$ cat config.mk
export PLATFORM = sky130hd
export DESIGN_NAME = fifo_hex_uart_tx_flat
export DESIGN_NICKNAME = d
export VERILOG_FILES = /design/src/rtl/fifo_hex_uart_tx_if.sv /design/src/rtl/fifo_hex_uart_tx.sv /design/src/flat_wrapper.sv
export SDC_FILE = /design/constraint.sdc
export NUM_CORES = 1
export LEC_CHECK = 0
export ABC_AREA = 1
export CAP_MARGIN = 20
export CORE_MARGIN = 4
export CORE_UTILIZATION = 64
export CTS_CLUSTER_DIAMETER = 200
export DETAILED_ROUTE_END_ITERATION = 10
export PLACE_DENSITY = 0.81
export SYNTH_ARGS = -nofsm -noshare
export SYNTH_HDL_FRONTEND = slang
export SYNTH_SLANG_ARGS = --single-unit
$ cat constraint.sdc
create_clock -name clk -period 3.4 [get_ports clk]
set_input_delay 0.68 -clock clk [delete_from_list [all_inputs] [get_ports clk]]
set_output_delay 0.68 -clock clk [all_outputs]
set_load 0.005 [all_outputs]
$ cat src/rtl/fifo_hex_uart_tx_if.sv
// FIFO read-side handshake between the 16-to-8 SPRAM FIFO and its hex/UART drain.
// master: the drain that pulls bytes; slave: the FIFO that supplies them.
interface fifo_hex_uart_tx_if;
  logic       fifo_data_available;
  logic       fifo_write_strobe;
  logic [7:0] fifo_read_data;
  logic       fifo_read_strobe;

  modport master (
    input  fifo_data_available,
    input  fifo_write_strobe,
    input  fifo_read_data,
    output fifo_read_strobe
  );

  modport slave (
    output fifo_data_available,
    output fifo_write_strobe,
    output fifo_read_data,
    input  fifo_read_strobe
  );
endinterface

$ cat src/rtl/fifo_hex_uart_tx.sv
// Drains the SPRAM FIFO byte by byte and sends each byte as two uppercase hex chars, 8N1.
// Define HEX_NEWLINE_EN to append CR/LF after every BYTES_PER_LINE bytes.
module fifo_hex_uart_tx #(
  parameter int unsigned DIVISOR        = 12,
  parameter int unsigned BYTES_PER_LINE = 16
) (
  input  logic               clk,
  input  logic               reset,
  input  logic               enable,
  fifo_hex_uart_tx_if.master fifo,
  output logic               uart_tx,
  output logic               busy
);

  if (DIVISOR < 2 || DIVISOR > 65535) begin : g_bad_divisor
    $error("fifo_hex_uart_tx: DIVISOR must be in 2..65535");
  end
  if (BYTES_PER_LINE < 1 || BYTES_PER_LINE > 255) begin : g_bad_line
    $error("fifo_hex_uart_tx: BYTES_PER_LINE must be in 1..255");
  end

  typedef enum logic [2:0] {IDLE, SETTLE, HI, LO, CR, LF} state_t;

  localparam logic [15:0] BAUD_LAST = 16'(DIVISOR - 1);

  state_t      state;
  logic [15:0] baud_cnt;
  logic [3:0]  bit_cnt;
  logic [8:0]  shreg;
  logic [3:0]  lo_nib;
  logic        fetch_ok;
  logic        bit_end;
  logic        frame_end;
  logic        load_en;
  logic [7:0]  load_char;

`ifdef HEX_NEWLINE_EN
  localparam logic [7:0] LINE_LAST = 8'(BYTES_PER_LINE - 1);
  logic [7:0] line_cnt;
  logic       line_end;
  assign line_end = (line_cnt == LINE_LAST);
`endif

  function automatic logic [7:0] hex_char(input logic [3:0] n);
    return (n < 4'd10) ? 8'h30 + {4'h0, n} : 8'h37 + {4'h0, n};
  endfunction

  assign fetch_ok  = fifo.fifo_data_available && !fifo.fifo_write_strobe;
  assign bit_end   = (baud_cnt == BAUD_LAST);
  assign frame_end = bit_end && (bit_cnt == 4'd9);

  // Combinational so the pointer advances in the very cycle the byte is captured.
  assign fifo.fifo_read_strobe = (state == SETTLE) && fetch_ok;

  // Next character and the moment it enters the shifter; loading on a frame's
  // last clock keeps consecutive frames gap-free.
  always_comb begin
    load_en   = 1'b0;
    load_char = '0;
    case (state)
      SETTLE: begin
        load_en   = fetch_ok;
        load_char = hex_char(fifo.fifo_read_data[7:4]);
      end
      HI: begin
        load_en   = frame_end;
        load_char = hex_char(lo_nib);
      end
`ifdef HEX_NEWLINE_EN
      LO: begin
        load_en   = frame_end && line_end;
        load_char = 8'h0D;
      end
      CR: begin
        load_en   = frame_end;
        load_char = 8'h0A;
      end
`endif
      default: ;
    endcase
  end

  always_ff @(posedge clk or negedge reset) begin
    if (!reset) begin
      state    <= IDLE;
      uart_tx  <= 1'b1;
      busy     <= 1'b0;
      baud_cnt <= '0;
      bit_cnt  <= '0;
      shreg    <= '1;
      lo_nib   <= '0;
`ifdef HEX_NEWLINE_EN
      line_cnt <= '0;
`endif
    end else begin
      if (state != IDLE && state != SETTLE) begin
        if (bit_end) begin
          baud_cnt <= '0;
          if (bit_cnt != 4'd9) begin
            bit_cnt <= bit_cnt + 4'd1;
            uart_tx <= shreg[0];
            shreg   <= {1'b1, shreg[8:1]};
          end
        end else begin
          baud_cnt <= baud_cnt + 16'd1;
        end
      end

      // Start bit is driven at the load edge; shreg holds data LSB-first then stop.
      if (load_en) begin
        uart_tx  <= 1'b0;
        shreg    <= {1'b1, load_char};
        bit_cnt  <= '0;
        baud_cnt <= '0;
      end

      case (state)
        IDLE: if (enable && fetch_ok) state <= SETTLE;
        SETTLE: begin
          if (fetch_ok) begin
            lo_nib <= fifo.fifo_read_data[3:0];
            busy   <= 1'b1;
            state  <= HI;
          end else begin
            state <= IDLE;
          end
        end
        HI: if (frame_end) state <= LO;
        LO: begin
          if (frame_end) begin
`ifdef HEX_NEWLINE_EN
            line_cnt <= line_cnt + 8'd1;
            if (line_end) begin
              state <= CR;
            end else begin
              state <= IDLE;
              busy  <= 1'b0;
            end
`else
            state <= IDLE;
            busy  <= 1'b0;
`endif
          end
        end
`ifdef HEX_NEWLINE_EN
        CR: if (frame_end) state <= LF;
        LF: begin
          if (frame_end) begin
            line_cnt <= '0;
            state    <= IDLE;
            busy     <= 1'b0;
          end
        end
`endif
        default: state <= IDLE;
      endcase
    end
  end

endmodule

$ cat src/flat_wrapper.sv
// flat-port wrapper written by rule: the top's interface ports become plain ports
module fifo_hex_uart_tx_flat 
#(
  parameter int unsigned DIVISOR        = 12,
  parameter int unsigned BYTES_PER_LINE = 16
)
  (clk, reset, enable, uart_tx, busy, fifo_fifo_data_available, fifo_fifo_write_strobe, fifo_fifo_read_data, fifo_fifo_read_strobe);
  fifo_hex_uart_tx_if fifo_i ();
  input  logic clk;
  input  logic reset;
  input  logic enable;
  output logic uart_tx;
  output logic busy;
  input wire logic [$bits(fifo_i.fifo_data_available)-1:0] fifo_fifo_data_available;
  input wire logic [$bits(fifo_i.fifo_write_strobe)-1:0] fifo_fifo_write_strobe;
  input wire logic [$bits(fifo_i.fifo_read_data)-1:0] fifo_fifo_read_data;
  output wire logic [$bits(fifo_i.fifo_read_strobe)-1:0] fifo_fifo_read_strobe;
  assign fifo_i.fifo_data_available = fifo_fifo_data_available;
  assign fifo_i.fifo_write_strobe = fifo_fifo_write_strobe;
  assign fifo_i.fifo_read_data = fifo_fifo_read_data;
  assign fifo_fifo_read_strobe = fifo_i.fifo_read_strobe;
  fifo_hex_uart_tx #(.DIVISOR(DIVISOR), .BYTES_PER_LINE(BYTES_PER_LINE)) u_core (.clk(clk), .reset(reset), .enable(enable), .fifo(fifo_i), .uart_tx(uart_tx), .busy(busy));
endmodule
* Word-level counts from Yosys, hierarchy flattened *
Cells that the tools add are included.

word-level totals
  input bits = 13
  register bits after elaboration = 38
  output and inout port bits = 3
  logic and storage cells = 69

cells by class
  magnitude comparators = 2
  multiplexer cells = 27
  add/sub/neg operators = 6
  reductions and logical operators = 16
  eq/ne operators = 11

operators with widths
  kind                                                              count
  16-bit 2-to-1 mux                                                 3
  9-bit 2-to-1 mux                                                  4
  6-bit by 4-bit adder with 7-bit output, first input constant      4
  16-bit by 1-bit adder with 16-bit output, second input constant   1
  16-bit by 4-bit == test with 1-bit output, second input constant  1
  4-bit 2-to-1 mux                                                  4
  8-bit 2-to-1 mux                                                  2
  8-bit case mux with 2 select lines                                1
  3-bit case mux with 4 select lines                                1
  3-bit 2-to-1 mux                                                  3
  3-bit AND reduction                                               3
  4-bit < comparator, second input constant                         2
  2-bit by 1-bit != test with 1-bit output, second input constant   4
  2-bit nonzero test                                                4
  3-bit by 2-bit == test with 1-bit output, second input constant   2
  1-bit 2-to-1 mux                                                  6
  1-bit logical AND                                                 5
  4-bit by 1-bit adder with 4-bit output, second input constant     1
  4-bit == test, second input constant                              1
  4-bit != test, second input constant                              1
  1-bit case mux with 2 select lines                                2
  3-bit by 1-bit == test with 1-bit output, second input constant   1
  3-bit logical NOT                                                 1
  3-bit by 1-bit != test with 1-bit output, second input constant   1
  other kinds (4)                                                   4

* Depth between registers and ports, before layout *
Gate-level depths: netlist of the first run.

  depth after elaboration = 5
  depth in mapped cells = 12
  mapped depth without buffers = 11

* Least setup slack after synthesis of the first run *
OpenSTA, ideal clock, no wires.

  path type = register to output
  start point = register u_core.state[1]
  end point = output fifo_fifo_read_strobe
  cell stages (with the launch flop) = 6
  data arrival time = 1233 ps
  buffers on the path = 1
  slack = 1487 ps
  data required time = 2720 ps
  cell sequence = dfrtp_1 inv_1 ha_1 inv_2 nor2_1 clkbuf_1

on the way
  word-level cells in the longest chain between the ends = 2

ends and longest elaborated chain
  element                                   line                     source
  from (decl)                               fifo_hex_uart_tx.sv:26   state_t state;
  from (signal assigned)                    fifo_hex_uart_tx.sv:85   state <= IDLE;
  from (signal assigned)                    fifo_hex_uart_tx.sv:118  IDLE: if (enable && fetch_ok) state <= SETTLE;
  from (signal assigned)                    fifo_hex_uart_tx.sv:123  state <= HI;
  3-bit by 1-bit == test with 1-bit output  fifo_hex_uart_tx.sv:53   assign fifo.fifo_read_strobe = (state == SETTLE) && fetch_ok;
  1-bit logical AND                         fifo_hex_uart_tx.sv:53
  to (decl)                                 flat_wrapper.sv:17       output wire logic [$bits(fifo_i.fifo_read_strobe)-1:0] fifo_fifo_read_strobe;

No other way between the ends.

* Worst setup path after layout of the first run *
Ends and elaborated chain as after synthesis.

==> results of run 1 <==
-- area by class of cell --
class	instances	area (um2)	area share, %
sequential	36	912.1	33.67
clock inverter	2	10.01	0.3695
clock buffer	6	82.58	3.048
tap	48	60.06	2.217
timing repair buffer	17	160.2	5.912
inverter	34	127.6	4.711
multi-input combinational	258	1356	50.07
-- where the power goes --
group,switching [uW],internal [uW],leakage (uW),total [uW]
Clock,161,162,0.0000510,322
Sequential,108,579,0.000445,687
Combinational,506,259,0.000784,765
Total,775,999,0.00128,1770
-- cells by family after synthesis --
logic type               Yosys count  share of synthesized area [%]
flip-flops                        36                          36.78
AND/OR/NAND/NOR                  190                          34.26
adder cells (fa/ha/maj)            9                          4.541
buffers and inverters             48                          8.527
XOR/XNOR                           8                          2.826
AO/OA/AOI/OAI                     51                          13.07
-- layer usage --
layer  vias up  wire (um)  global-route usage [%]
li1       1163          -                       -
met1      1043       2564                   32.51
met2        73       2548                   35.14
met5         -          0                       0
met3         8        304                   4.317
met4         0         50                   5.745
-- critical path, stage by stage (launching register included) --
cell	delay, ns
dfrtp_1	0.42
inv_1	0.13
ha_1	0.30
inv_2	0.09
nor2_1	0.19
buf_4	0.19
clkdlybuf4s50_1	0.50
-- worst max-delay path by stage --
stage / startpoint / end / depth (start not counted)
detailed placement: fifo_fifo_data_available / fifo_fifo_read_strobe / 5
finish: u_core.state[1] / fifo_fifo_read_strobe / 6
floorplan: u_core.state[1] / fifo_fifo_read_strobe / 5
CTS: u_core.state[1] / fifo_fifo_read_strobe / 6
global route: u_core.state[1] / fifo_fifo_read_strobe / 6
global placement: fifo_fifo_data_available / fifo_fifo_read_strobe / 5
-- cell usage after synthesis, drive strengths merged, types with 7 or more instances --
cell / number / share of area [%]
nand2: 108 / 17
inv: 34 / 5.1
nor2: 28 / 4.8
o21ai: 28 / 5.7
dfrtp: 27 / 27
nand3: 25 / 5.2
nand4: 20 / 5.3
o311ai: 13 / 4.6
dfstp: 9 / 9.5
ha: 9 / 4.5
a21oi: 7 / 1.4
buf: 7 / 2.3
clkbuf: 7 / 1.1
nor3: 7 / 1.4
-- flip-flops by register name, summed over array words and instances, names as in the netlist --
name and flops:
u_core.uart_tx 1, u_core.bit_cnt 4, u_core.busy 1, u_core.state 2, u_core.lo_nib 4, u_core.baud_cnt 16, u_core.shreg 8
-- through the flow --
step	setup slack [ns]	cell area (um2)	total power (uW)
5_1_grt	0.4692	2709	1923
4_1_cts	0.6120	2709	1767
3_5_place_dp	0.6455	2616	1443
3_3_place_gp	0.6553	2616	1422
6_report	0.6077	2709	1774
2_1_floorplan	1.487	2480	1262
==> results by group, run 1 <==
Outcome
  – Status: finished, final reports clean

Detailed routing
  – Via/cell ratio: 5.703
  – Final WL: 5467 um
  – DRT Pass-1 Iters: 5
  – Drt drc: 0
  – Avg WL per Cell: 13.63 um
  – Post-detailed-route count of antenna-violating nets: 0
  – Starting DRT DRC Count: 264
  – Via count: 2287

Clocking
  – CTS Sinks: 36
  – Setup bufs post-CTS: 0
  – Clock transition at the registers of the reported paths: 0.08 ns
  – Gates resized, CTS repair: 0
  – Root buf cell: clkbuf_8
  – Hold-fix buffer count after cts: 0
  – H-tree Lvls: 2
  – Cts bufs inserted: 5
  – Skew-Pair Late Insertion Delay: 0.29 ns
  – CTS tree: done
  – Clock buffer depth: 2

Placed design
  – GPL Wtd Cong: 0.9164
  – Dpl cells: 393
  – # port buffers: 15
  – Final HPWL DP: 3821 um

GRT
  – Vias in the first global route: 2036
  – Pin count of the biggest net entering global routing: 40
  – Total track usage: 22.68%
  – Grt ovf: 0
  – Initial antenna violation count: 0
  – First-pass GRT wire length: 9273 um

Finish
  – Fraction of layout cells with a size suffix above 1: 9.348%
  – Synthesis-to-layout area growth: 9.233%
  – Commonest non-fill, non-tap cell in the layout: nand2_1
  – Layout Utilization: 72.90%
  – Fin nets: 374
  – FILL cells: 321
  – Final std cells w/o fill: 401
  – # diodes: 0
  – Commonest cells after routing, fill and taps aside: 106 x nand2_1, 32 x inv_1, 28 x o21ai_0

STA
  – RSZ-0062 raised after global routing: false
  – Max Fclk: 358.1 MHz
  – Clock skew: 0.009036 ns
  – Tcrit/Tclk final: 82.13%
  – Max_slew headroom: 46.20%
  – Final worst path period need: 2.792 ns
  – Worst-margin pin slew: 0.8071 ns
  – WHS: 0.4715 ns
  – Total negative slack: 0 ns
  – Hold Fails Final Rpt: 0
  – Final setup viols: 0
  – Final Max Tran Viols: 0

Setup path
  – Reg-to-Reg End: u_core.baud_cnt[1]
  – CP Capture Type: primary output
  – WP data arrival: 2.11 ns
  – Startpoint Class: register
  – Worst r2r src: u_core.baud_cnt[0]
  – CP Class: register to primary output
  – R2r worst-path depth: 10
  – Req. time, crit path: 2.72 ns
  – Internal reg-to-reg setup slack: 0.86 ns
  – Critical Path Fanout Max: 10

Die
  – I/O Pins: 16
  – Initial Utilization: 66.73%
  – DIE AREA: 4934 um2
  – Die height: 70.25 um
  – DIE WIDTH: 70.25 um
  – Cell Rows: 22
  – Core ar.: 3716 um2

Logic synthesis
  – Mean Syn Cell Area: 7.251 um2
  – Ys async rst share: 100.0%
  – Top_reg_cell synth: dfrtp_1
  – Synth Instances: 342
  – Ys Warns: 0
  – Syn Nets: 364
  – #FFs+latches synth: 36
  – Post-synthesis sequential area ratio: 36.78%
  – Number of synthesized flops with an enable pin: 0
  – Synth Cell Area: 2480 um2
  – Distinct cell type count after synthesis: 30

Pwr
  – Maximum VDD drop: 0.4138 mV
  – Cell Pwr Density: 654.9 nW/um2
  – Leakage: 0.001280 uW

Hold path
  – Worst min path class: input pin to asynchronous set/reset pin

Job
  – Max_cap viols: 0
No activity file was read; power rests on OpenSTA's default activity.
==> run 2: changes to the inputs <==
--- a/config.mk
+++ b/config.mk
@@ -8,10 +8,10 @@
 export ABC_AREA = 1
 export CAP_MARGIN = 20
 export CORE_MARGIN = 4
-export CORE_UTILIZATION = 64
+export CORE_UTILIZATION = 54
 export CTS_CLUSTER_DIAMETER = 200
 export DETAILED_ROUTE_END_ITERATION = 10
-export PLACE_DENSITY = 0.81
+export PLACE_DENSITY = 0.73
 export SYNTH_ARGS = -nofsm -noshare
 export SYNTH_HDL_FRONTEND = slang
 export SYNTH_SLANG_ARGS = --single-unit
==> constraint.sdc (replaced) <==
create_clock -name clk -period 2.35 [get_ports clk]
set_input_delay 0.47 -clock clk [delete_from_list [all_inputs] [get_ports clk]]
set_output_delay 0.47 -clock clk [all_outputs]
set_load 0.005 [all_outputs]
==> results by group, run 2 (same netlist as run 1, synthesis figures left out) <==
Clocking
  – Skew-Pair Late Insertion Delay: 0.29 ns
  – Cts bufs inserted: 5
  – Clock buffer depth: 2
  – Hold-fix buffer count after cts: 0
  – CTS tree: done
  – Gates resized, CTS repair: 0
  – Root buf cell: clkbuf_8
  – Clock transition at the registers of the reported paths: 0.07 ns
  – H-tree Lvls: 2
  – CTS Sinks: 36
  – Setup bufs post-CTS: 0

Pwr
  – Internal power: 1495 uW
  – Leakage: 0.001323 uW
  – Seq pwr share: 37.8%
  – Cell Pwr Density: 937.5 nW/um2
  – Clk network pwr share: 16.1%
  – Comb power frac: 46.1%
  – P_sw: 1119 uW
  – Sw Ratio: 42.80%
  – Maximum VDD drop: 0.6688 mV

Die
  – Die height: 75.77 um
  – I/O Pins: 16
  – Initial Utilization: 56.18%
  – Core ar.: 4414 um2
  – DIE WIDTH: 75.77 um
  – DIE AREA: 5740 um2
  – Cell Rows: 24

Setup path
  – Req. time, crit path: 1.88 ns
  – Startpoint Class: register
  – CP top delay family: buffers and inverters
  – Critical Path Most Common Cell: inv_2
  – CP max-delay cell: clkdlybuf4s50_1
  – CP Class: register to primary output
  – Buf/Inv on CP: 3
  – R2r worst-path depth: 11
  – WP data arrival: 1.75 ns
  – CP max stage delay: 0.54 ns
  – CP Capture Type: primary output
  – Critical Path Fanout Max: 4
  – Stages on worst setup path: 5
  – Critical path cell sequence: inv_2 -> ha_1 -> inv_2 -> nor2_2 -> clkdlybuf4s50_1

STA
  – Hold Fails Final Rpt: 0
  – Tcrit/Tclk final: 94.26%
  – Max_slew headroom: 46.13%
  – Total negative slack: 0 ns
  – Final Max Tran Viols: 0
  – RSZ-0062 raised after global routing: false
  – Worst-margin pin slew: 0.8081 ns
  – Max Fclk: 451.4 MHz
  – Final setup viols: 0
  – Clock skew: 0.009603 ns
  – Final worst path period need: 2.215 ns

Finish
  – Fin nets: 385
  – Fraction of layout cells with a size suffix above 1: 12.09%
  – Commonest cells after routing, fill and taps aside: 106 x nand2_1, 31 x inv_1, 28 x o21ai_0
  – Number of flip-flops in the largest register: 16
  – Synthesis-to-layout area growth: 12.41%
  – # diodes: 0
  – Commonest non-fill, non-tap cell in the layout: nand2_1
  – Design Area, Final: 2788 um2
  – Largest Register: u_core.baud_cnt
  – Biggest regs: u_core.baud_cnt: 16 flops, u_core.shreg: 8 flops

GRT
  – Grt ovf: 0
  – Initial antenna violation count: 0
  – Total track usage: 22.05%
  – Pin count of the biggest net entering global routing: 37
  – Vias in the first global route: 2135
  – First-pass GRT wire length: 9701 um

Detailed routing
  – Avg WL per Cell: 13.74 um
  – Via/cell ratio: 5.663
  – Drt drc: 0
  – Post-detailed-route count of antenna-violating nets: 0
  – Final WL: 5714 um
  – Starting DRT DRC Count: 145
  – Via count: 2356
  – DRT Pass-1 Iters: 5

Job
  – Max_cap viols: 0

Placed design
  – GPL Wtd Cong: 0.9047
  – # port buffers: 15
  – Final HPWL DP: 4181 um
  – Placed cell area: 2704 um2

Outcome
  – Status: finished, final reports clean

Hold path
  – Worst min path class: input pin to asynchronous set/reset pin
## run 2: cell type report
cell class                 instances  area, um2
fill                             417       1627
multi-input combinational        258       1359
sequential                        36      912.1
timing repair buffer              28      242.7
inverter                          34      127.6
clock buffer                       7      76.32
tap                               52      65.06
clock inverter                     1      5.005
## run 2: per-layer routing
layer	GRT usage (%)	routed length, um	vias to the layer above	share of wire [%]
met5	0	0	-	0
met1	31.47	2775	1092	49
met4	7.573	76	0	1.3
met2	32.70	2502	65	44
li1	-	-	1192	-
met3	5.145	360	7	6.3
## run 2: worst reg2reg max path, stage by stage (launching register included)
cell and delay, ns:
dfrtp_1 0.43, inv_2 0.10, ha_1 0.17, inv_2 0.07
nor2_2 0.15, buf_4 0.15, inv_1 0.06, nand2_4 0.11
nand2_4 0.10, nand2_1 0.23, buf_4 0.19, o21ai_0 0.09
## run 2: path summary, 6_finish.rpt
path | from | to | slack, ns
max | u_core.state[1] | fifo_fifo_read_strobe | 0.13
min | reset | u_core.baud_cnt[10] | 0.27
max reg2reg | u_core.state[1] | u_core.baud_cnt[5] | 0.38
min reg2reg | u_core.shreg[4] | u_core.shreg[4] | 0.49
max in group asynchronous | reset | u_core.baud_cnt[2] | 1.57
min in group clk | u_core.shreg[4] | u_core.shreg[4] | 0.49
## run 2: power by group through the flow
stage          registers (uW)  clock network [uW]  logic (uW)
2_1_floorplan             959                   0         867
4_1_cts                   987                 437        1200
3_5_place_dp              996                   0        1190
6_report                  989                 421        1200
5_1_grt                  1020                 462        1380
3_3_place_gp              992                   0        1180
## run 2: stage by stage
step	hold slack [ns]	util, %	setup slack [ns]	std cells	total power (uW)
2_1_floorplan	0.1744	-	0.5933	342	1826
3_3_place_gp	0.4841	61.25	0.1592	408	2167
3_5_place_dp	0.4900	61.25	0.06909	408	2189
4_1_cts	0.2941	63.10	0.01646	416	2622
5_1_grt	0.3273	63.15	0.02443	416	2859
6_report	0.2699	63.15	0.1348	416	2613
==> RTL edit (settings of run 2) <==
Add a define of `HEX_NEWLINE_EN`.
--- a/src/rtl/fifo_hex_uart_tx.sv
+++ b/src/rtl/fifo_hex_uart_tx.sv
@@ -1,5 +1,7 @@
 // Drains the SPRAM FIFO byte by byte and sends each byte as two uppercase hex chars, 8N1.
 // Define HEX_NEWLINE_EN to append CR/LF after every BYTES_PER_LINE bytes.
+`define HEX_NEWLINE_EN
+
 module fifo_hex_uart_tx #(
   parameter int unsigned DIVISOR        = 12,
   parameter int unsigned BYTES_PER_LINE = 16
Function: same outputs for any inputs over 10 cycles, from zero or initial values and one cycle with reset low; that may be too few to reach the edited logic, so the function may still have changed.
==> RTL edit against run 2 <==
- via count increased by 16%
- wire length rose by 12%
- power rose by 0.80%
- area after synthesis is 20% higher
- sequential cell count up 9
- largest power group is now registers
- worst hold slack worse by 0.15 ns
- setup slack lost 0.0054 ns
- final area grew 19%
==> RTL edit: results (changes against run 2) <==
[drt]
dr_wl_met3_um=244  ; was 360 um
via_per_inst=5.36  ; was 5.66
drt-initial-drc-count=173  ; was 145
route.met2.wl_mm=2.98  ; was 2.50 mm

[sta]
tightest_slew_ns=0.876  ; was 0.808 ns
fin_skew_ns=0.0128  ; was 0.00960 ns
worst_slack_ns=0.129  ; was 0.135 ns

[layout]
top_regs=u_core.baud_cnt x16, u_core.line_cnt x8, u_core.shreg x8  ; was u_core.baud_cnt x16, u_core.shreg x8
nets=456  ; was 385
nFillCells=481  ; was 417
drive_above_1_share=0.112  ; was 0.121
stdcell_count=508  ; was 416

[yosys]
synth_nets=436  ; was 364
ys_top_cells_by_count=nand2_1, inv_1, nand3_1  ; was nand2_1, inv_1, o21ai_0
yosysUniqueCellTypes=36  ; was 30
syn_avg_cell_area_um2=7.13  ; was 7.25 um2
ys_seq_area_frac=0.382  ; was 0.368

[critical_path]
r2r_setup_slack_ns=0.33  ; was 0.38 ns
crit_path_start=fifo_fifo_data_available  ; was u_core.state[1]
r2r-end=u_core.baud_cnt[2]  ; was u_core.baud_cnt[5]
slowest_delay_ns=0.49  ; was 0.54 ns
r2r-start=u_core.bit_cnt[1]  ; was u_core.state[1]

[pwr]
p_leak_nw=1.65  ; was 1.32 nW
clk-power_uw=589  ; was 421 uW
sequentialPowerShare=0.429  ; was 0.378
p_int_mw=1.66  ; was 1.49 mW
p_sw_frac=0.370  ; was 0.428
vdd_drop_max_uv=534  ; was 669 uV

[run_status]
outcome=finished clean  ; unchanged

[clocking]
insertion_delay_ns=0.31  ; was 0.29 ns
cts_sinks=45  ; was 36
cts.clk_slew.worst_paths_ns=0.10  ; was 0.07 ns

[place]
gp_congestion=0.883  ; was 0.905
post_dp_cell_area_mm2=0.00319  ; was 0.00270 mm2
dp_slack_ns=0.120  ; was 0.0691 ns
post-dp-hpwl_mm=4.62  ; was 4.18 mm

[grt]
grt_usage=0.210  ; was 0.221
grt_pass1_wl_mm=11.2  ; was 9.70 mm
grt_use_met2=0.335  ; was 0.327
met3_usage=0.0390  ; was 0.0515

[RTL edit: cell count changes in the layout (fill, tap and decap cells not counted), moves of 3 or more]
cell      before  now
o21ai_0       28   20
xor2_1         6   11
dfrtp_1       27   35
nor2_1        23   33
buf_4         13    5
nand2_1      106  126
o311ai_0      12    0
o21ai_1        0   16
ha_1           9    6
a21oi_1        7    3
nand3_1       24   42
inv_1         31   46
[RTL edit: cell type report]
cell class | count | area, um2 | share of cell area
repair buffers | 21 | 203 | 0.0610
multi-input cells | 312 | 1590 | 0.479
well taps | 70 | 87.6 | 0.0264
inverters | 52 | 195 | 0.0587
clock inverters | 2 | 35.0 | 0.0105
clock buffers | 6 | 72.6 | 0.0218
flip-flops and latches | 45 | 1140 | 0.343
[RTL edit: kinds of logic after synthesis]
family,count (synthesis),share of synthesized area
buf+inv,60,0.0841
xor+xnor,12,0.0353
simple gates,245,0.379
flops,45,0.382
fa+ha+maj,6,0.0252
compound gates,49,0.0942
